===== config.mk =====
export PLATFORM = sky130hd
export DESIGN_NAME = bounce_sprite_engine
export DESIGN_NICKNAME = d
export VERILOG_FILES = /design/src/rtl/bse_pkg.sv /design/src/rtl/bse_axis_step.sv /design/src/rtl/bounce_sprite_engine.sv
export SDC_FILE = /design/constraint.sdc
export NUM_CORES = 1
export LEC_CHECK = 0
export CORE_ASPECT_RATIO = 0.75
export CORE_MARGIN = 5
export CORE_UTILIZATION = 50
export DETAILED_ROUTE_END_ITERATION = 8
export PLACE_DENSITY = 0.72
export SLEW_MARGIN = 20
export SYNTH_ARGS = -nofsm -noshare
export SYNTH_HDL_FRONTEND = slang
export SYNTH_SLANG_ARGS = --single-unit
export TNS_END_PERCENT = 5

===== constraint.sdc =====
create_clock -name clk -period 9.4 [get_ports clk]
set_input_delay 1.41 -clock clk [delete_from_list [all_inputs] [get_ports clk]]
set_output_delay 1.41 -clock clk [all_outputs]
set_load 0.02 [all_outputs]

===== src/rtl/bse_pkg.sv =====
// Shared types and arithmetic helpers for the bounce sprite engine.
package bse_pkg;

  localparam int BSE_POS_W = 9;
  localparam int BSE_VEL_W = 4;

  typedef enum logic [1:0] {
    IDLE,
    SWEEP,
    DONE
  } state_e;

  typedef logic signed [BSE_POS_W-1:0] pos_t;
  typedef logic signed [BSE_VEL_W-1:0] vel_t;

  typedef struct packed {
    pos_t x;
    pos_t y;
    vel_t vx;
    vel_t vy;
  } ball_t;

  // Mirror an overshoot past either wall back into 0..max_pos.
  function automatic pos_t reflect(input pos_t nx, input pos_t max_pos);
    if (nx[BSE_POS_W-1]) return -nx;
    if (nx > max_pos) return max_pos - (nx - max_pos);
    return nx;
  endfunction

  // Negation that maps the most negative velocity to the most positive one instead of itself.
  function automatic vel_t neg_sat(input vel_t v);
    vel_t most_neg;
    most_neg = {1'b1, {(BSE_VEL_W-1){1'b0}}};
    return (v == most_neg) ? ~most_neg : -v;
  endfunction

  function automatic pos_t init_pos(input int base, input int step, input int i, input int max_pos);
    return pos_t'((base + step * i) % (max_pos + 1));
  endfunction

endpackage


===== src/rtl/bse_axis_step.sv =====
// One-axis motion step: add velocity, reflect off 0 / MAX_POS, negate velocity on a bounce.
module bse_axis_step
  import bse_pkg::*;
#(
  parameter int MAX_POS = 156
) (
  input  pos_t pos_i,
  input  vel_t vel_i,
  output pos_t pos_o,
  output vel_t vel_o
);

  localparam pos_t MAX = pos_t'(MAX_POS);

  pos_t nx;
  logic under;
  logic over;

  always_comb begin
    nx    = pos_i + pos_t'(vel_i);
    under = nx[BSE_POS_W-1];
    over  = !under && (nx > MAX);
    pos_o = reflect(nx, MAX);
    vel_o = (under || over) ? neg_sat(vel_i) : vel_i;
  end

endmodule


===== src/rtl/bounce_sprite_engine.sv =====
// N-ball bounce engine: one ball updated per clock after each vsync rising edge; registered pixel hit/ID.
// Optional feature macro BSE_BALL_COLLIDE_EN adds ball_collide and neighbour bounce during the sweep.
module bounce_sprite_engine
  import bse_pkg::*;
#(
  parameter int  NUM_BALLS = 4,
  parameter int  H_RES     = 160,
  parameter int  V_RES     = 128,
  parameter int  BALL_SIZE = 4,
  parameter int  X0        = 60,
  parameter int  Y0        = 60,
  localparam int ID_W      = (NUM_BALLS > 1) ? $clog2(NUM_BALLS) : 1
) (
  input  logic            clk,
  input  logic            reset,
  input  logic            vsync,
  input  logic [7:0]      hpos,
  input  logic [7:0]      vpos,
  input  logic            run,
  output logic            pix_hit,
  output logic [ID_W-1:0] pix_id,
  output logic            busy,
  output logic            overrun,
  output logic [7:0]      frame_cnt
`ifdef BSE_BALL_COLLIDE_EN
  ,
  output logic            ball_collide
`endif
);

  localparam int                   X_MAX    = H_RES - BALL_SIZE;
  localparam int                   Y_MAX    = V_RES - BALL_SIZE;
  localparam logic [ID_W-1:0]      LAST_IDX = ID_W'(NUM_BALLS - 1);
  localparam logic [BSE_POS_W-1:0] SIZE_U   = BSE_POS_W'(BALL_SIZE);

  state_e          state_q, state_d;
  logic [ID_W-1:0] idx_q, idx_d;
  logic [7:0]      frame_q, frame_d;
  logic            overrun_q, overrun_d;
  logic            vs_q;
  logic            vs_rise;

  ball_t ball_q [NUM_BALLS];
  ball_t cur;
  ball_t ball_nxt;
  pos_t  nx, ny;
  vel_t  nvx, nvy;

  logic [NUM_BALLS-1:0] in_ball;
  logic                 pix_hit_q, pix_hit_d;
  logic [ID_W-1:0]      pix_id_q, pix_id_d;

  function automatic ball_t init_ball(input int i);
    ball_t b;
    b.x  = init_pos(X0, 8, i, X_MAX);
    b.y  = init_pos(Y0, 4, i, Y_MAX);
    b.vx = (i % 2 == 1) ? vel_t'(2) : vel_t'(-2);
    b.vy = vel_t'(2);
    return b;
  endfunction

  assign vs_rise = vsync & ~vs_q;

  // ---------------------------------------------------------------- control FSM
  always_comb begin
    // NOTE: every variable gets its hold value first, so no path can leave one unassigned and infer a latch.
    state_d   = state_q;
    idx_d     = idx_q;
    frame_d   = frame_q;
    overrun_d = overrun_q;
    case (state_q)
      IDLE: begin
        if (vs_rise) begin
          if (run) begin
            state_d = SWEEP;
            idx_d   = '0;
          end else begin
            frame_d = frame_q + 8'd1;
          end
        end
      end
      SWEEP: begin
        if (idx_q == LAST_IDX) state_d = DONE;
        else                   idx_d   = idx_q + 1'b1;
      end
      DONE: begin
        frame_d = frame_q + 8'd1;
        state_d = IDLE;
      end
      default: state_d = IDLE;
    endcase
    if (vs_rise && state_q != IDLE) overrun_d = 1'b1;
  end

  // NOTE: sequential state is written only with non-blocking assignments so every flop samples pre-edge values.
  always_ff @(posedge clk or posedge reset) begin
    if (reset) begin
      state_q   <= IDLE;
      idx_q     <= '0;
      frame_q   <= '0;
      overrun_q <= 1'b0;
      vs_q      <= 1'b0;
    end else begin
      state_q   <= state_d;
      idx_q     <= idx_d;
      frame_q   <= frame_d;
      overrun_q <= overrun_d;
      vs_q      <= vsync;
    end
  end

  assign busy      = (state_q != IDLE);
  assign overrun   = overrun_q;
  assign frame_cnt = frame_q;

  // ---------------------------------------------------------------- sweep datapath
  assign cur = ball_q[idx_q];

  bse_axis_step #(.MAX_POS(X_MAX)) u_step_x (
    .pos_i (cur.x),
    .vel_i (cur.vx),
    .pos_o (nx),
    .vel_o (nvx)
  );

  bse_axis_step #(.MAX_POS(Y_MAX)) u_step_y (
    .pos_i (cur.y),
    .vel_i (cur.vy),
    .pos_o (ny),
    .vel_o (nvy)
  );

`ifdef BSE_BALL_COLLIDE_EN
  ball_t prev;
  pos_t  dx, dy, adx, ady;
  logic  bump;

  // Ball idx-1 has already been updated this frame, so compare against its new position.
  assign prev = ball_q[idx_q - 1'b1];

  always_comb begin
    dx   = nx - prev.x;
    dy   = ny - prev.y;
    adx  = dx[BSE_POS_W-1] ? -dx : dx;
    ady  = dy[BSE_POS_W-1] ? -dy : dy;
    bump = (idx_q != '0) && (adx < pos_t'(BALL_SIZE)) && (ady < pos_t'(BALL_SIZE));
  end
`endif

  always_comb begin
    ball_nxt = '{x: nx, y: ny, vx: nvx, vy: nvy};
`ifdef BSE_BALL_COLLIDE_EN
    if (bump) ball_nxt.vx = neg_sat(nvx);
`endif
  end

  // NOTE: the ball array is plain flops rather than RAM, so it takes the async reset and reloads start positions.
  always_ff @(posedge clk or posedge reset) begin
    if (reset) begin
      for (int i = 0; i < NUM_BALLS; i++) ball_q[i] <= init_ball(i);
    end else if (state_q == SWEEP) begin
      ball_q[idx_q] <= ball_nxt;
`ifdef BSE_BALL_COLLIDE_EN
      if (bump) ball_q[idx_q - 1'b1].vx <= neg_sat(prev.vx);
`endif
    end
  end

  // ---------------------------------------------------------------- pixel path
  // Unsigned differences wrap pixels left of / above a ball to large values, so one compare per axis suffices.
  for (genvar g = 0; g < NUM_BALLS; g++) begin : g_hit
    logic [BSE_POS_W-1:0] dh;
    logic [BSE_POS_W-1:0] dv;
    assign dh         = BSE_POS_W'(hpos) - $unsigned(ball_q[g].x);
    assign dv         = BSE_POS_W'(vpos) - $unsigned(ball_q[g].y);
    assign in_ball[g] = (dh < SIZE_U) && (dv < SIZE_U);
  end

  always_comb begin
    pix_hit_d = |in_ball;
    pix_id_d  = '0;
    for (int i = NUM_BALLS - 1; i >= 0; i--) begin
      if (in_ball[i]) pix_id_d = ID_W'(i);
    end
  end

  always_ff @(posedge clk or posedge reset) begin
    if (reset) begin
      pix_hit_q <= 1'b0;
      pix_id_q  <= '0;
    end else begin
      pix_hit_q <= pix_hit_d;
      pix_id_q  <= pix_id_d;
    end
  end

  assign pix_hit = pix_hit_q;
  assign pix_id  = pix_id_q;

`ifdef BSE_BALL_COLLIDE_EN
  logic collide_q;

  always_ff @(posedge clk or posedge reset) begin
    if (reset) collide_q <= 1'b0;
    else       collide_q <= (in_ball & (in_ball - 1'b1)) != '0;
  end

  assign ball_collide = collide_q;
`endif

endmodule


# After elaboration in Yosys (flattened, before gate mapping)
# Cells that the tools add are included.
[classes] order_cmp=12 eq_ne=10 muxes=39 n_addsub=20 bitwise=3 reduce_logical=20
[op_table] operator="$bwmux W104" n=1
[op_table] operator="$mux W26" n=3
[op_table] operator="$lt A9 B3 Y1 const B" n=8
[op_table] operator="$mux W9" n=8
[op_table] operator="$sub A8 B9 Y9" n=8
[op_table] operator="$bmux W26 S2" n=1
[op_table] operator="$demux W26 S2" n=1
[op_table] operator="$mux W2" n=10
[op_table] operator="$add A9 B4 Y9" n=2
[op_table] operator="$neg A9 Y9" n=2
[op_table] operator="$mux W4" n=4
[op_table] operator="$mux W8" n=2
[op_table] operator="$pmux W8 S2" n=1
[op_table] operator="$ne A2 B2 Y1 const B" n=5
[op_table] operator="$gt A9 B8 Y1 const B" n=1
[op_table] operator="$gt A9 B9 Y1 const B" n=1
[op_table] operator="$sub A8 B9 Y9 const A" n=1
[op_table] operator="$sub A9 B8 Y9 const B" n=1
[op_table] operator="$sub A9 B9 Y9 const A" n=1
[op_table] operator="$sub A9 B9 Y9 const B" n=1
[op_table] operator="$add A8 B1 Y8 const B" n=1
[op_table] operator="$eq A4 B4 Y1 const B" n=2
[op_table] operator="$logic_and A1 B1 Y1" n=8
[op_table] operator="$neg A4 Y4" n=2
[op_table] operator="other kinds (17)" n=29
[word_totals] elab_cells=127 regBits=121 inputBits=20 output_inout_bits=13

# Depth between registers and ports, before layout
# Gate-level depths: netlist of run 1.
[logic_depth] ltp_word=11 depth_mapped=15 depth_no_buf=11

# By module
# From an unflattened synthesis of run 1, not the netlist that was laid out.
[unflattened] hier_cells=903 hier_area_um2=9394.0
[by_module_without_submodules] module="bounce_sprite_engine" area_each_um2=7855.0 cells_per_inst=697 seq_area_each_um2=3069.2 instances=1
[by_module_without_submodules] module="bse_axis_step at u_step_y" area_each_um2=809.5 cells_per_inst=104 seq_area_each_um2=0.0 instances=1
[by_module_without_submodules] module="bse_axis_step at u_step_x" area_each_um2=729.4 cells_per_inst=102 seq_area_each_um2=0.0 instances=1

# Worst setup path before layout of run 1
# OpenSTA, ideal clock, no wires.
[synth_path] kind="flip-flop to flip-flop" from="register idx_q[0]" to="register ball_q[47] (netlist bit)" synth_period_minus_slack_ns=4.319 t_required_ns=9.269 setup_slack_ns=5.081 path_stages_with_launch=15 setup_ns=0.131 path_buffers=3 t_arrival_ns=4.188 path_cell_list="dfrtp_1 buf_6 buf_2 clkbuf_1 mux4_2 ha_1 fa_1 a211oi_1 nor2_1 nor2_1 nand3_1 a311o_1 mux2_2 xor2_1 o21ai_0"
[synth_between] elab_chain_cells=11 elab_cells_between_ends=22
[synth_lines] element="start, declared" line_no="bounce_sprite_engine.sv:37" source="logic [ID_W-1:0] idx_q, idx_d;"
[synth_lines] element="start signal, assigned" line_no="bounce_sprite_engine.sv:105" source="idx_q <= idx_d;"
[synth_lines] element="$not A2 Y3 (implied by the code) *" line_no="bounce_sprite_engine.sv:117, bounce_sprite_engine.sv:162"
[synth_lines] element="$bmux W26 S2" line_no="bounce_sprite_engine.sv:117" source="assign cur = ball_q[idx_q];"
[synth_lines] element="$mux W26 (implied by the code) (2 in a row)" line_no="bounce_sprite_engine.sv:117"
[synth_lines] element="$add A9 B4 Y9" line_no="bse_axis_step.sv:20" source="nx = pos_i + pos_t'(vel_i);"
[synth_lines] element="$sub A9 B9 Y9 (tied with other cells) (2 in a row)" line_no="bse_pkg.sv:26" source="if (nx > max_pos) return max_pos - (nx - max_pos);"
[synth_lines] element="$mux W9 / $mux W1 (equally long branches)" line_no="bse_pkg.sv:26"
[synth_lines] element="$mux W9" line_no="bse_pkg.sv:27" source="return nx;"
[synth_lines] element="$mux W9" line_no="bse_pkg.sv:26"
[synth_lines] element="$bwmux W104 *" line_no="bounce_sprite_engine.sv:162" source="ball_q[idx_q] <= ball_nxt;"
[synth_lines] element="end signal, assigned by index" line_no="bounce_sprite_engine.sv:162"
[synth_lines] element="end, declared" line_no="bounce_sprite_engine.sv:43" source="ball_t ball_q [NUM_BALLS];"
# Mark *: on every way between the ends. The rest lies on a longest branch, timed or not. The select of a mux whose other input is x is not followed.
# A chain may end at the register's enable or synchronous reset.

# Worst setup path in the final report of run 1
[layout_path] from="register idx_q[0]" to="register ball_q[92] (netlist bit)"
[layout_between] elab_chain_cells=11 elab_cells_between_ends=22
[layout_lines] element="$not A2 Y3 (implied by the code) *" line_no="bounce_sprite_engine.sv:117, bounce_sprite_engine.sv:162"
[layout_lines] element="$bmux W26 S2" line_no="bounce_sprite_engine.sv:117"
[layout_lines] element="$mux W26 (implied by the code) (2 in a row)" line_no="bounce_sprite_engine.sv:117"
[layout_lines] element="$add A9 B4 Y9" line_no="bse_axis_step.sv:20"
[layout_lines] element="$sub A9 B8 Y9 (tied with other cells)" line_no="bse_pkg.sv:26"
[layout_lines] element="$sub A8 B9 Y9 (tied with other cells)" line_no="bse_pkg.sv:26"
[layout_lines] element="$mux W9 / $mux W1 (equally long branches)" line_no="bse_pkg.sv:26"
[layout_lines] element="$mux W9" line_no="bse_pkg.sv:27"
[layout_lines] element="$mux W9" line_no="bse_pkg.sv:26"
[layout_lines] element="$bwmux W104 *" line_no="bounce_sprite_engine.sv:162"
# Marks and branches as above.

==> results of run 1 <==
[worst min-delay path: stages, from the launching register on]
cell	delay (ns)
dfrtp_1	0.33
nand2_1	0.04
o21ai_0	0.06
[state kept, by name, summed over array words and instances (netlist names)]
name       cells
ball_q       104
frame_cnt      8
idx_q          2
overrun        1
pix_hit        1
pix_id         2
state_q        2
vs_q           1
[worst min path at each step]
stage,start,to,slack (ns),depth (start not counted)
global route,ball_q[79],ball_q[79],0.49,2
finish,ball_q[56],ball_q[56],0.47,2
global placement,ball_q[56],ball_q[56],0.46,2
floorplan,ball_q[56],ball_q[56],0.44,2
detailed placement,ball_q[56],ball_q[56],0.46,2
CTS,ball_q[56],ball_q[56],0.48,2
[kinds of logic after synthesis]
logic type / after synthesis / synth area share
AND/OR/NAND/NOR: 284 / 0.153
AO/OA/AOI/OAI: 282 / 0.198
flip-flops: 121 / 0.345
buffers and inverters: 118 / 0.0519
adder cells (fa/ha/maj): 83 / 0.118
XOR/XNOR: 49 / 0.0491
multiplexers: 41 / 0.0848
[synthesized netlist by cell type (12+ instances only)]
| master | number | area share |
|---|---|---|
| a21o_1 | 23 | 0.019 |
| a21oi_1 | 51 | 0.029 |
| a31oi_1 | 12 | 0.0084 |
| clkbuf_1 | 24 | 0.010 |
| dfrtp_1 | 88 | 0.25 |
| dfstp_2 | 33 | 0.097 |
| ha_1 | 81 | 0.11 |
| inv_1 | 87 | 0.037 |
| mux2i_1 | 12 | 0.013 |
| mux4_2 | 22 | 0.056 |
| nand2_1 | 114 | 0.048 |
| nand2b_1 | 21 | 0.015 |
| nand3_1 | 15 | 0.0084 |
| nor2_1 | 53 | 0.022 |
| nor3_1 | 16 | 0.0090 |
| o21ai_0 | 117 | 0.066 |
| xnor2_1 | 30 | 0.030 |
| xor2_1 | 18 | 0.018 |
[per-layer routing]
metal	wire length, um	vias up	share of wire
li1	-	3575	-
met2	8870	181	0.42
met5	0	-	0
met3	1330	16	0.062
met4	177	0	0.0083
met1	11000	3359	0.51
[layout make-up]
type | instances | area [sq um]
Multi-Input combinational cell | 739 | 5370
Fill cell | 1628 | 7490
Clock buffer | 18 | 429
Sequential cell | 121 | 3070
Timing Repair Buffer | 38 | 365
Inverter | 88 | 333
Clock inverter | 14 | 189
Tap cell | 242 | 303
[power breakdown]
group | switching, mW | internal [mW] | total (mW)
logic | 1.36 | 0.843 | 2.20
registers | 0.117 | 0.671 | 0.788
clock network | 0.261 | 0.425 | 0.685
total | 1.74 | 1.94 | 3.68
[per-stage QoR]
step | setup WS (ns) | hold slack [ns] | power [mW]
after floorplan | 4.83 | 0.442 | 2.47
after global placement | 4.74 | 0.457 | 2.93
after detailed placement | 4.66 | 0.464 | 2.96
after CTS | 4.61 | 0.477 | 3.67
after global routing | 4.31 | 0.494 | 3.99
final | 4.60 | 0.471 | 3.68
==> results.toml, run 1 <==
[global_routing]
top_usage_layer = "met1"
gr-total-overflow = 0
grt_max_degree = 63
grt_util_met2 = 0.300
antenna_found_initial = 0
grt_pass1_wl_mm = 35.1
grt_use_met3 = 0.0444
gr-usage-met1 = 0.338
grt_use_total = 0.214
grt_pass1_vias = 6772

[critical_path]
cp.required_ns = 9.69
crit_fanout = 29
critPathCaptureType = "flip-flop"
path_class = "reg -> reg"
regToRegSetupSlack_ns = 4.60
path_buf_inv = 0
worstSetupPathDepth = 11
r2r-start = "idx_q[0]"
cp_slowest_cell = "dfrtp_2"
endpoint = "ball_q[92]"
worstPathArrival_ns = 5.09
startpoint_type = "flip-flop"
reg2reg_to = "ball_q[92]"
crit_start = "idx_q[0]"
path_cells = "mux4_2 > ha_1 > fa_1 > and3_1 > o21a_1 > o211ai_1 > nand4_1 > o311ai_4 > o221ai_1 > xor2_1 > o21ai_0"
path_delay_family = "compound AO/OA/AOI/OAI gates"
rr_worst_depth = 11
max_stage_delay_ns = 1.01

[floorplanning]
die_y_um = 126
rows = 42
num_io_pins = 33
die_w_um = 164
dieArea_sq_mm = 0.0206
initial_core_util = 0.507
fp.coreArea_sq_mm = 0.0176

[drt]
wl_per_cell_um = 16.9
drcViolationCount = 0
post_drt_via_cell_ratio = 5.66
drtIter0Drc = 497
ant_nets = 0
wl_mm = 21.3
routed-via-count = 7131
first_pass_iters = 5

[clock_network]
ctsHoldBuffers = 0
tritoncts = "built"
cts_buffers = 17
postCtsSetupRepairBufs = 0
htreeDepth = 4
root_buffer = "clkbuf_16"
cts_resized = 0
clock_latency_ns = 0.43
clkTransAtPathRegs_ns = 0.06
clock-sinks = 121
cts_max_path_buffers = 2

[synthesis]
synth-seq-cells = 121
ys_types = 71
syn-instance-count = 978
synthFlopType = "dfrtp_1"
ys_warn_count = 0
synth_area_sq_mm = 0.00890
ys_seq_area_frac = 0.345
synth_enable_flop_cells = 0
synthArstFlopShare = 1.00
avgSynthCellArea_sq_um = 9.10
syn-num-nets = 1081

[layout]
layout.nets = 1108
instances_no_fill = 1260
layout_commonest_cell = "o21ai_0"
fin_area_sq_mm = 0.0101
area_growth_pct = 13.0
mostFrequentLayoutCells = "o21ai_0 (117), nand2_1 (114), dfrtp_1 (87), inv_1 (86), ha_1 (81)"
antenna_cells = 0
drive_above_1_share = 0.110
utilization = 0.573

[timing]
setup_tns_ns = 0
timing.final.crit_period_ns = 4.80
drv_slew = 0
slew_headroom = 0.345
max_freq_ghz = 0.208
fin_skew_ns = 0.00963
hold_violations = 0
grt_setup_unrepaired = "no"
post-route-period-util = 0.510
setup_viol = 0
tightestPinTransition_ns = 0.983

[placement]
port_buffers = 32
dp_cells = 1228
place.gp.congestion = 0.929
dp_hpwl_mm = 15.9
dpl_cell_area_sq_mm = 0.00944

[hold_path]
holdCritPathClass = "reg -> reg"

[outcome]
status = "complete, no violations"

[power]
powerDensity_mw_per_mm2 = 366
p_leak_nw = 4.34
irDropWorstVdd_mv = 0.319

[flow_run]
cap_violations = 0
(Power assumes the default switching activity.)
==> inputs of run 2 (changes only) <==
==> constraint.sdc (replaced) <==
create_clock -name clk -period 4.5 [get_ports clk]
set_input_delay 0.675 -clock clk [delete_from_list [all_inputs] [get_ports clk]]
set_output_delay 0.675 -clock clk [all_outputs]
set_load 0.02 [all_outputs]
==> run 2 against run 1 <==
Against the previous run:
- global-route usage grew 0.46 points
- register-to-register slack lost 4.3 ns
- final cell count grew 0.87%
- sequential power grew 110%
- critical path depth is the same
- via count grew 2.2%
- critical path type unchanged
- largest power group unchanged
==> results.toml, run 2 (synthesized netlist as in run 1, its figures left out) <==
[outcome]
status = "complete, no violations"

[power]
p_int_mw = 4.08
irDropWorstVdd_mv = 0.591
power.share.sequential = 0.211
combinationalPowerShare = 0.616
netSwitchingPower_mw = 3.63
powerDensity_mw_per_mm2 = 763
p_leak_nw = 4.36
p_clk_frac = 0.173
p_sw_frac = 0.471

[timing]
max_freq_ghz = 0.240
slew_headroom = 0.378
post-route-period-util = 0.924
worst_slack_ns = 0.342
hold_violations = 0
setup_tns_ns = 0
grt_setup_unrepaired = "no"
drv_slew = 0
fin_skew_ns = 0.0111
tightestPinTransition_ns = 0.933
setup_viol = 0
timing.final.crit_period_ns = 4.16

[layout]
layout.nets = 1119
fillCellCount = 1580
largest-register = "ball_q"
antenna_cells = 0
mostFrequentLayoutCells = "o21ai_0 (117), nand2_1 (114), inv_1 (86), dfrtp_1 (86), ha_1 (81)"
largest_reg_flops = 104
multiInputGateArea_sq_mm = 0.00537
register_area_sq_mm = 0.00307
area_growth_pct = 13.5
layout_commonest_cell = "o21ai_0"
drive_above_1_share = 0.120
instances_no_fill = 1271

[drt]
drtIter0Drc = 691
wl_mm = 21.8
wl_per_cell_um = 17.1
post_drt_via_cell_ratio = 5.74
ant_nets = 0
routed-via-count = 7291
first_pass_iters = 7
drcViolationCount = 0

[hold_path]
holdCritPathClass = "reg -> reg"

[global_routing]
grt_pass1_wl_mm = 35.9
grt_max_degree = 76
gr-total-overflow = 0
antenna_found_initial = 0
grt_pass1_vias = 6981
grt_use_total = 0.219

[flow_run]
cap_violations = 0

[clock_network]
clkTransAtPathRegs_ns = 0.06
cts_buffers = 17
htreeDepth = 4
clock_latency_ns = 0.43
ctsHoldBuffers = 0
tritoncts = "built"
clock-sinks = 121
root_buffer = "clkbuf_16"
cts_max_path_buffers = 2

[floorplanning]
initial_core_util = 0.507
dieArea_sq_mm = 0.0206
die_w_um = 164
num_io_pins = 33
fp.coreArea_sq_mm = 0.0176
rows = 42
die_y_um = 126

[critical_path]
path_class = "reg -> reg"
max_stage_delay_ns = 0.58
regToRegSetupSlack_ns = 0.34
cp_slowest_cell = "dfrtp_4"
cp.required_ns = 4.78
path_cells = "buf_4 > mux4_2 > fa_1 > and3_1 > o21a_1 > o211ai_1 > nand4_1 > o311a_4 > a221oi_2 > xnor2_1 > o21ai_0"
critPathCaptureType = "flip-flop"
startpoint_type = "flip-flop"
worstPathArrival_ns = 4.43
crit_fanout = 14

[placement]
dp_hpwl_mm = 16.2
place.gp.congestion = 0.890
port_buffers = 32
place_ws_ns = 0.261
dp_cells = 1239
[run 2: cell types whose count changed in the layout (fill, tap and decap cells not counted), sizes merged]
cell	previous run	this run
clkinvlp	2	5
bufinv	3	2
buf	6	17
clkinv	3	5
clkbuf	18	21
inv	94	87
[run 2: cell type report]
| class | count | area share |
|---|---|---|
| multi-input combinational | 739 | 0.532 |
| sequential | 121 | 0.304 |
| clock buffer | 21 | 0.0446 |
| timing repair buffer | 49 | 0.0443 |
| inverter | 88 | 0.0329 |
| tap | 242 | 0.0300 |
| clock inverter | 11 | 0.0124 |
[run 2: worst paths after layout]
kind	startpoint	endpoint	depth (start not counted)
max in group asynchronous	reset	ball_q[40]	3
worst min register to register	ball_q[4]	ball_q[4]	2
min in group asynchronous	reset	vs_q	2
worst min-delay path	ball_q[4]	ball_q[4]	2
worst max-delay path	idx_q[0]	ball_q[13]	11
worst max register to register	idx_q[0]	ball_q[13]	11
[run 2: worst max-delay path, delay by kind of cell, from the launching register on]
kind,cells,cell delay (ns)
compound gates,5,1.32
mux,1,0.55
simple gates,2,0.57
fa+ha+maj,1,0.46
xor+xnor,1,0.25
flops,1,0.58
buf+inv,1,0.27
[run 2: repair_timing]
item,CTS,global route
setup endpoints to repair,0,21
gates resized for setup,0,4
setup buffers,0,0
[run 2: power groups by stage]
stage	sequential [mW]	clock [mW]	combinational [mW]
floorplan	1.56	0	3.59
global placement	1.63	0	4.60
detailed placement	1.64	0	4.63
CTS	1.62	1.35	4.67
global route	1.66	1.40	5.27
finish	1.63	1.33	4.75
[run 2: routing by layer]
metal	up-vias	track usage	share of wire	wire [um]
met2	163	0.321	0.43	9390
met5	-	0	0	0
met3	29	0.0569	0.062	1350
li1	3596	-	-	-
met1	3503	0.324	0.49	10700
met4	0	0.0533	0.013	273
[run 2: stage by stage]
stage / power (mW) / instance area (sq um) / util / hold WS, ns
2_1_floorplan: 5.15 / 8900 / - / 0.442
3_3_place_gp: 6.22 / 9530 / 0.543 / 0.457
3_5_place_dp: 6.27 / 9530 / 0.543 / 0.464
4_1_cts: 7.65 / 10100 / 0.575 / 0.477
5_1_grt: 8.33 / 10100 / 0.576 / 0.489
6_report: 7.71 / 10100 / 0.576 / 0.471
